$ cat config.mk
export PLATFORM = sky130hd
export DESIGN_NAME = bscan
export DESIGN_NICKNAME = d
export VERILOG_FILES = /design/src/rtl/bscan.sv
export SDC_FILE = /design/constraint.sdc
export NUM_CORES = 1
export LEC_CHECK = 0
export BUFFER_PORTS_ARGS = -buffer_cell sky130_fd_sc_hd__buf_2
export CAP_MARGIN = 0
export CELL_PAD_IN_SITES_DETAIL_PLACEMENT = 1
export CELL_PAD_IN_SITES_GLOBAL_PLACEMENT = 2
export CORE_ASPECT_RATIO = 1.1
export CORE_MARGIN = 1
export CORE_UTILIZATION = 30
export CTS_CLUSTER_SIZE = 24
export DETAILED_ROUTE_END_ITERATION = 8
export PLACE_DENSITY_LB_ADDON = 0.1
export SYNTH_ARGS = -nofsm -noshare
export SYNTH_HDL_FRONTEND = slang
export SYNTH_SLANG_ARGS = --single-unit
$ cat constraint.sdc
create_clock -name clk -period 2.8 [get_ports clk]
set_clock_uncertainty 0.05 [all_clocks]
set_input_delay 0.28 -clock clk [delete_from_list [all_inputs] [get_ports clk]]
set_output_delay 0.28 -clock clk [all_outputs]
set_load 0.01 [all_outputs]
$ cat src/rtl/bscan.sv
// Set-bit scanner: expands a W-bit word into one beat per set bit (ascending index).
// Latency: first beat the cycle after input acceptance; k beats per word (1 if zero).
// Backpressure: out_ready low holds the current beat; in_ready only on idle or last-beat retire.
//
// Ports: clk, rst_n (async active-low); in_valid/in_ready/in_data[W] (+ in_dir with
// BSCAN_REV_EN) accept a word; out_valid/out_ready/out_index[ORDER]/out_last/out_empty
// emit one set-bit position per beat.
// Optional feature macro: BSCAN_REV_EN enables per-word MSB-first scanning via in_dir.
module bscan #(
    parameter int ORDER = 3,
    parameter int W     = 2 ** ORDER
) (
    input  logic             clk,
    input  logic             rst_n,
    input  logic             in_valid,
    output logic             in_ready,
    input  logic [W-1:0]     in_data,
`ifdef BSCAN_REV_EN
    input  logic             in_dir,
`endif
    output logic             out_valid,
    input  logic             out_ready,
    output logic [ORDER-1:0] out_index,
    output logic             out_last,
    output logic             out_empty
);

    localparam logic [W-1:0] ONE = {{(W-1){1'b0}}, 1'b1};

    typedef enum logic {IDLE, SCAN} state_t;

    state_t       state, state_nx;
    logic [W-1:0] word, word_nx;
    logic         empty, empty_nx;
    logic         in_hs, out_hs;
    logic [W-1:0] bit_sel;

    // Lowest set bit; a zero word reports index 0 (covers the empty beat).
    function automatic logic [ORDER-1:0] lsb_idx(input logic [W-1:0] v);
        lsb_idx = '0;
        for (int i = W - 1; i >= 0; i--) begin
            if (v[i]) lsb_idx = i[ORDER-1:0];
        end
    endfunction

`ifdef BSCAN_REV_EN
    logic dir, dir_nx;

    // Highest set bit, i.e. W-1-clz(v).
    function automatic logic [ORDER-1:0] msb_idx(input logic [W-1:0] v);
        msb_idx = '0;
        for (int i = 0; i < W; i++) begin
            if (v[i]) msb_idx = i[ORDER-1:0];
        end
    endfunction

    assign out_index = dir ? msb_idx(word) : lsb_idx(word);
`else
    assign out_index = lsb_idx(word);
`endif

    // Output beat is purely a function of registered state.
    assign out_valid = (state == SCAN);
    assign out_last  = (state == SCAN) && ((word & (word - ONE)) == '0);
    assign out_empty = (state == SCAN) && empty;

    // Pass-through lets the next word load on the edge that retires the last beat.
    assign in_ready = (state == IDLE) || (out_ready && out_last);
    assign in_hs    = in_valid && in_ready;
    assign out_hs   = out_valid && out_ready;

    always_comb begin
        bit_sel            = '0;
        bit_sel[out_index] = 1'b1;
    end

    always_comb begin
        state_nx = state;
        word_nx  = word;
        empty_nx = empty;
`ifdef BSCAN_REV_EN
        dir_nx   = dir;
`endif
        case (state)
            IDLE: begin
                if (in_hs) begin
                    state_nx = SCAN;
                    word_nx  = in_data;
                    empty_nx = (in_data == '0);
`ifdef BSCAN_REV_EN
                    dir_nx   = in_dir;
`endif
                end
            end
            SCAN: begin
                if (out_hs) begin
                    if (!out_last) begin
                        word_nx = word & ~bit_sel;
                    end else if (in_hs) begin
                        word_nx  = in_data;
                        empty_nx = (in_data == '0);
`ifdef BSCAN_REV_EN
                        dir_nx   = in_dir;
`endif
                    end else begin
                        state_nx = IDLE;
                        word_nx  = '0;
                        empty_nx = 1'b0;
                    end
                end
            end
            default: begin
                state_nx = IDLE;
                word_nx  = '0;
                empty_nx = 1'b0;
            end
        endcase
    end

    always_ff @(posedge clk or negedge rst_n) begin
        if (!rst_n) begin
            state <= IDLE;
            word  <= '0;
            empty <= 1'b0;
`ifdef BSCAN_REV_EN
            dir   <= 1'b0;
`endif
        end else begin
            state <= state_nx;
            word  <= word_nx;
            empty <= empty_nx;
`ifdef BSCAN_REV_EN
            dir   <= dir_nx;
`endif
        end
    end

endmodule

==> impl_metrics.csv <==
group,metric,value,unit
power_and_ir_drop,p_switching,593,uW
setup_path,cpPeakStageDelay,600,ps
yosys,ys_warn_count,0,
setup_path,cp_num_buf_inv,1,
yosys,ys_seq_area_frac,0.295,
setup_path,path_class,"reg2out",
yosys,synth_compound_area_frac,0.312,
clock_network,numCtsBuffers,3,
timing,tightest_slew,673,ps
min_path,min_path_cells,2,
setup_path,path_cells,"or4_4 > nor2_2 > nor3_2 > o31ai_1 > buf_2",
yosys,yosysUniqueCellTypes,36,
final_layout,nets,135,
place,gpl.final_weighted_congestion,0.760,
place,dp_cells,148,
yosys,muxShareOfSynthArea,0.0251,
setup_path,cp_top_family,"simple AND/OR/NAND/NOR gates",
min_path,min_to,"word[7]$_DFFE_PN0P_",
final_layout,fill_cells,343,
timing,max_freq,416,MHz
place,dp_hpwl,1.91,mm
run_status,status,"finished clean",
floorplan,ios,19,
timing,finalSetupViolCount,0,
grt,antenna_found_initial,0,
yosys,yosys.area_share.adder,0.0118,
floorplan,start_util,0.327,
setup_path,r2r_slack,650,ps
timing,max_slew_margin,0.551,
setup_path,crit_path_end_kind,"primary output",
setup_path,required,2470,ps
route,initialDrtViolationCount,29,
power_and_ir_drop,p_seq_frac,0.300,
route,drt_wl_total,2.60,mm
timing,period_share,0.859,
yosys,synth_top_cell_by_area,"dfrtp_1",
power_and_ir_drop,irDropWorstVdd,0.586,mV
yosys,synth_nets,120,
power_and_ir_drop,p_int,597,uW
power_and_ir_drop,p_comb_frac,0.584,
floorplan,core_area,2590,um^2
final_layout,fin_area,980,um^2
floorplan,rows,19,
yosys,synth_edf_count,0,
timing,hold_viol_final,0,
yosys,synth_area_leaders,"dfrtp_1 (30%), nand2_1 (6.2%), o21a_1 (4.4%)",
setup_path,r2r-end,"word[7]$_DFFE_PN0P_",
clock_network,cts_root_buf,"clkbuf_4",
place,place_area,933,um^2
floorplan,die_w,52.7,um
clock_network,clkSlewWorstSetupHoldPaths,80,ps
final_layout,finalNonFillerCells,153,
clock_network,clkLatencyLatePin,280,ps
yosys,synth_top_family_by_area,"compound AO/OA/AOI/OAI gates",
route,viasPerCell,5.74,
grt,grt.overflow.total,0,
yosys,syn_inst,108,
yosys,synth_most_common_cell,"nand2_1",
yosys,ys_ff_latch,10,
setup_path,cp_max_fo,10,
final_layout,finish.utilization,0.378,
final_layout,diodes,0,
min_path,min_path_type,"in2reg",
setup_path,rr_worst_depth,5,
final_layout,syn_to_final_growth,15.7,%
route,dr.pass1.iters,4,
yosys,synth_simple_gate_area_frac,0.288,
setup_path,crit_arrival,2080,ps
setup_path,crit_path_start_kind,"register",
final_layout,seq_area,250,um^2
power_and_ir_drop,p_sw_frac,0.499,
floorplan,die_area,3040,um^2
yosys,yosysTopAreaCellShare,0.295,
yosys,avgSynthCellArea,7.84,um^2
setup_path,reg2reg_from,"word[1]$_DFFE_PN0P_",
yosys,async_flop_share,1.00,
clock_network,cts.path.max_buffers,2,
setup_path,crit_path_top_delay_cell,"or4_4",
power_and_ir_drop,p_clk_frac,0.116,
clock_network,cts_tree,"built",
yosys,synth_xor_area_frac,0,
clock_network,htreeDepth,1,
route,wl_per_cell,17.0,um
final_layout,multi_input_area,539,um^2
timing,drv_slew,0,
yosys,ys.flop_type,"dfrtp_1",
timing,min_period,2410,ps
timing,rsz0062_at_grt,"no",
grt,grt_pass1_vias,902,
route,via_count,878,
grt,track_usage,0.199,
floorplan,die_h,57.7,um
yosys,yosys-top-cells-count,"nand2_1 (14), dfrtp_1 (10), a21oi_1 (7), clkbuf_1 (7)",
timing,tns,0,ps
clock_network,cts.sinks,10,
min_path,hp-start,"in_data[7]",
power_and_ir_drop,power_leakage,0.424,nW
yosys,syn_area,847,um^2
job,maxCapViolCount,0,
route,drc,0,
final_layout,layout-drive-gt1-share,0.230,
power_and_ir_drop,finalPower,1.19,mW
power_and_ir_drop,p_per_area,1210,nW/um^2
place,io_buffer_count,18,
route,antenna_left,0,
grt,grt_max_degree,23,
grt,grt_pass1_wl,4.48,mm
==> stage by stage <==
stage | hold slack, ps | setup slack [ps]
global route | 220 | 234
detailed placement | 117 | 648
CTS | 220 | 384
global placement | 120 | 654
finish | 213 | 394
floorplan | -65.6 | 843
==> what timing repair did <==
| item | CTS | global route |
|---|---|---|
| resized for setup | 0 | 0 |
| setup buffers | 0 | 0 |
| hold buffers | 1 | 0 |
| endpoints found under the hold margin | 10 | 0 |
==> flip-flops by register name, summed over array words and instances, names as in the netlist <==
register,cells
empty,1
out_valid,1
word,8
==> cells in the final DEF (no fill, tap or decap) <==
master,Yosys,routed
a211oi_1,4,4
a21oi_1,7,7
a22oi_1,1,1
a31o_1,3,3
a31oi_1,4,4
and2_0,1,1
and2_1,1,1
and3_1,1,1
buf_2,1,18
clkbuf_4,0,3
clkbuf_8,0,1
dfrtp_1,10,10
dlygate4sd3_1,0,1
inv_1,4,4
maj3_1,1,1
mux2_2,1,1
mux2i_1,1,1
nand2_1,14,14
nand2b_1,3,3
nand3_1,2,2
nor2_1,6,6
nor2_2,1,1
nor2b_1,3,3
nor3_1,4,4
nor3_2,1,1
nor4_1,3,3
nor4_2,1,1
nor4b_4,1,1
o21a_1,5,5
o21ai_0,6,6
o21bai_1,1,1
o22ai_1,1,1
o311ai_0,1,1
o31a_1,3,3
o31ai_1,2,2
o41ai_1,1,1
or4_4,1,1
==> area by class of cell <==
type / instances / share of cell area
Tap cell: 31 / 0.0396
Timing Repair Buffer: 19 / 0.102
Inverter: 4 / 0.0153
Sequential cell: 10 / 0.255
Clock buffer: 4 / 0.0370
Multi-Input combinational cell: 85 / 0.550
==> power by group through the flow <==
stage	Sequential (mW)	Clock (mW)	Combinational, mW
finish	0.357	0.138	0.695
global route	0.378	0.142	0.791
CTS	0.356	0.136	0.704
detailed placement	0.359	0	0.699
global placement	0.356	0	0.699
floorplan	0.243	0	0.629
==> worst register-to-register path: stages, from the launching register on <==
cell,delay [ps]
dfrtp_1,480
nor4_2,380
a21oi_1,140
o21a_1,260
nor4b_4,560
a31o_1,220
==> logic make-up after synthesis <==
logic type | after synthesis
adder cells (fa/ha/maj) | 1
AO/OA/AOI/OAI | 39
multiplexers | 2
buffers and inverters | 13
AND/OR/NAND/NOR | 43
flip-flops | 10
==> layer usage <==
layer | track usage | wire length [um]
met1 | 0.291 | 1340
met2 | 0.306 | 1150
met3 | 0.0262 | 74
met4 | 0.0564 | 33
met5 | 0 | 0
==> worst max path at each step <==
stage	slack (ps)	end	depth (start not counted)	startpoint
finish	390	in_ready	5	word[1]$_DFFE_PN0P_
global route	230	in_ready	5	word[1]$_DFFE_PN0P_
CTS	380	in_ready	5	word[1]$_DFFE_PN0P_
detailed placement	650	word[7]$_DFFE_PN0P_	5	word[1]$_DFFE_PN0P_
global placement	650	in_ready	5	word[1]$_DFFE_PN0P_
floorplan	840	in_ready	5	word[1]$_DFFE_PN0P_
Note: power is estimated with default switching activity, not from simulation.
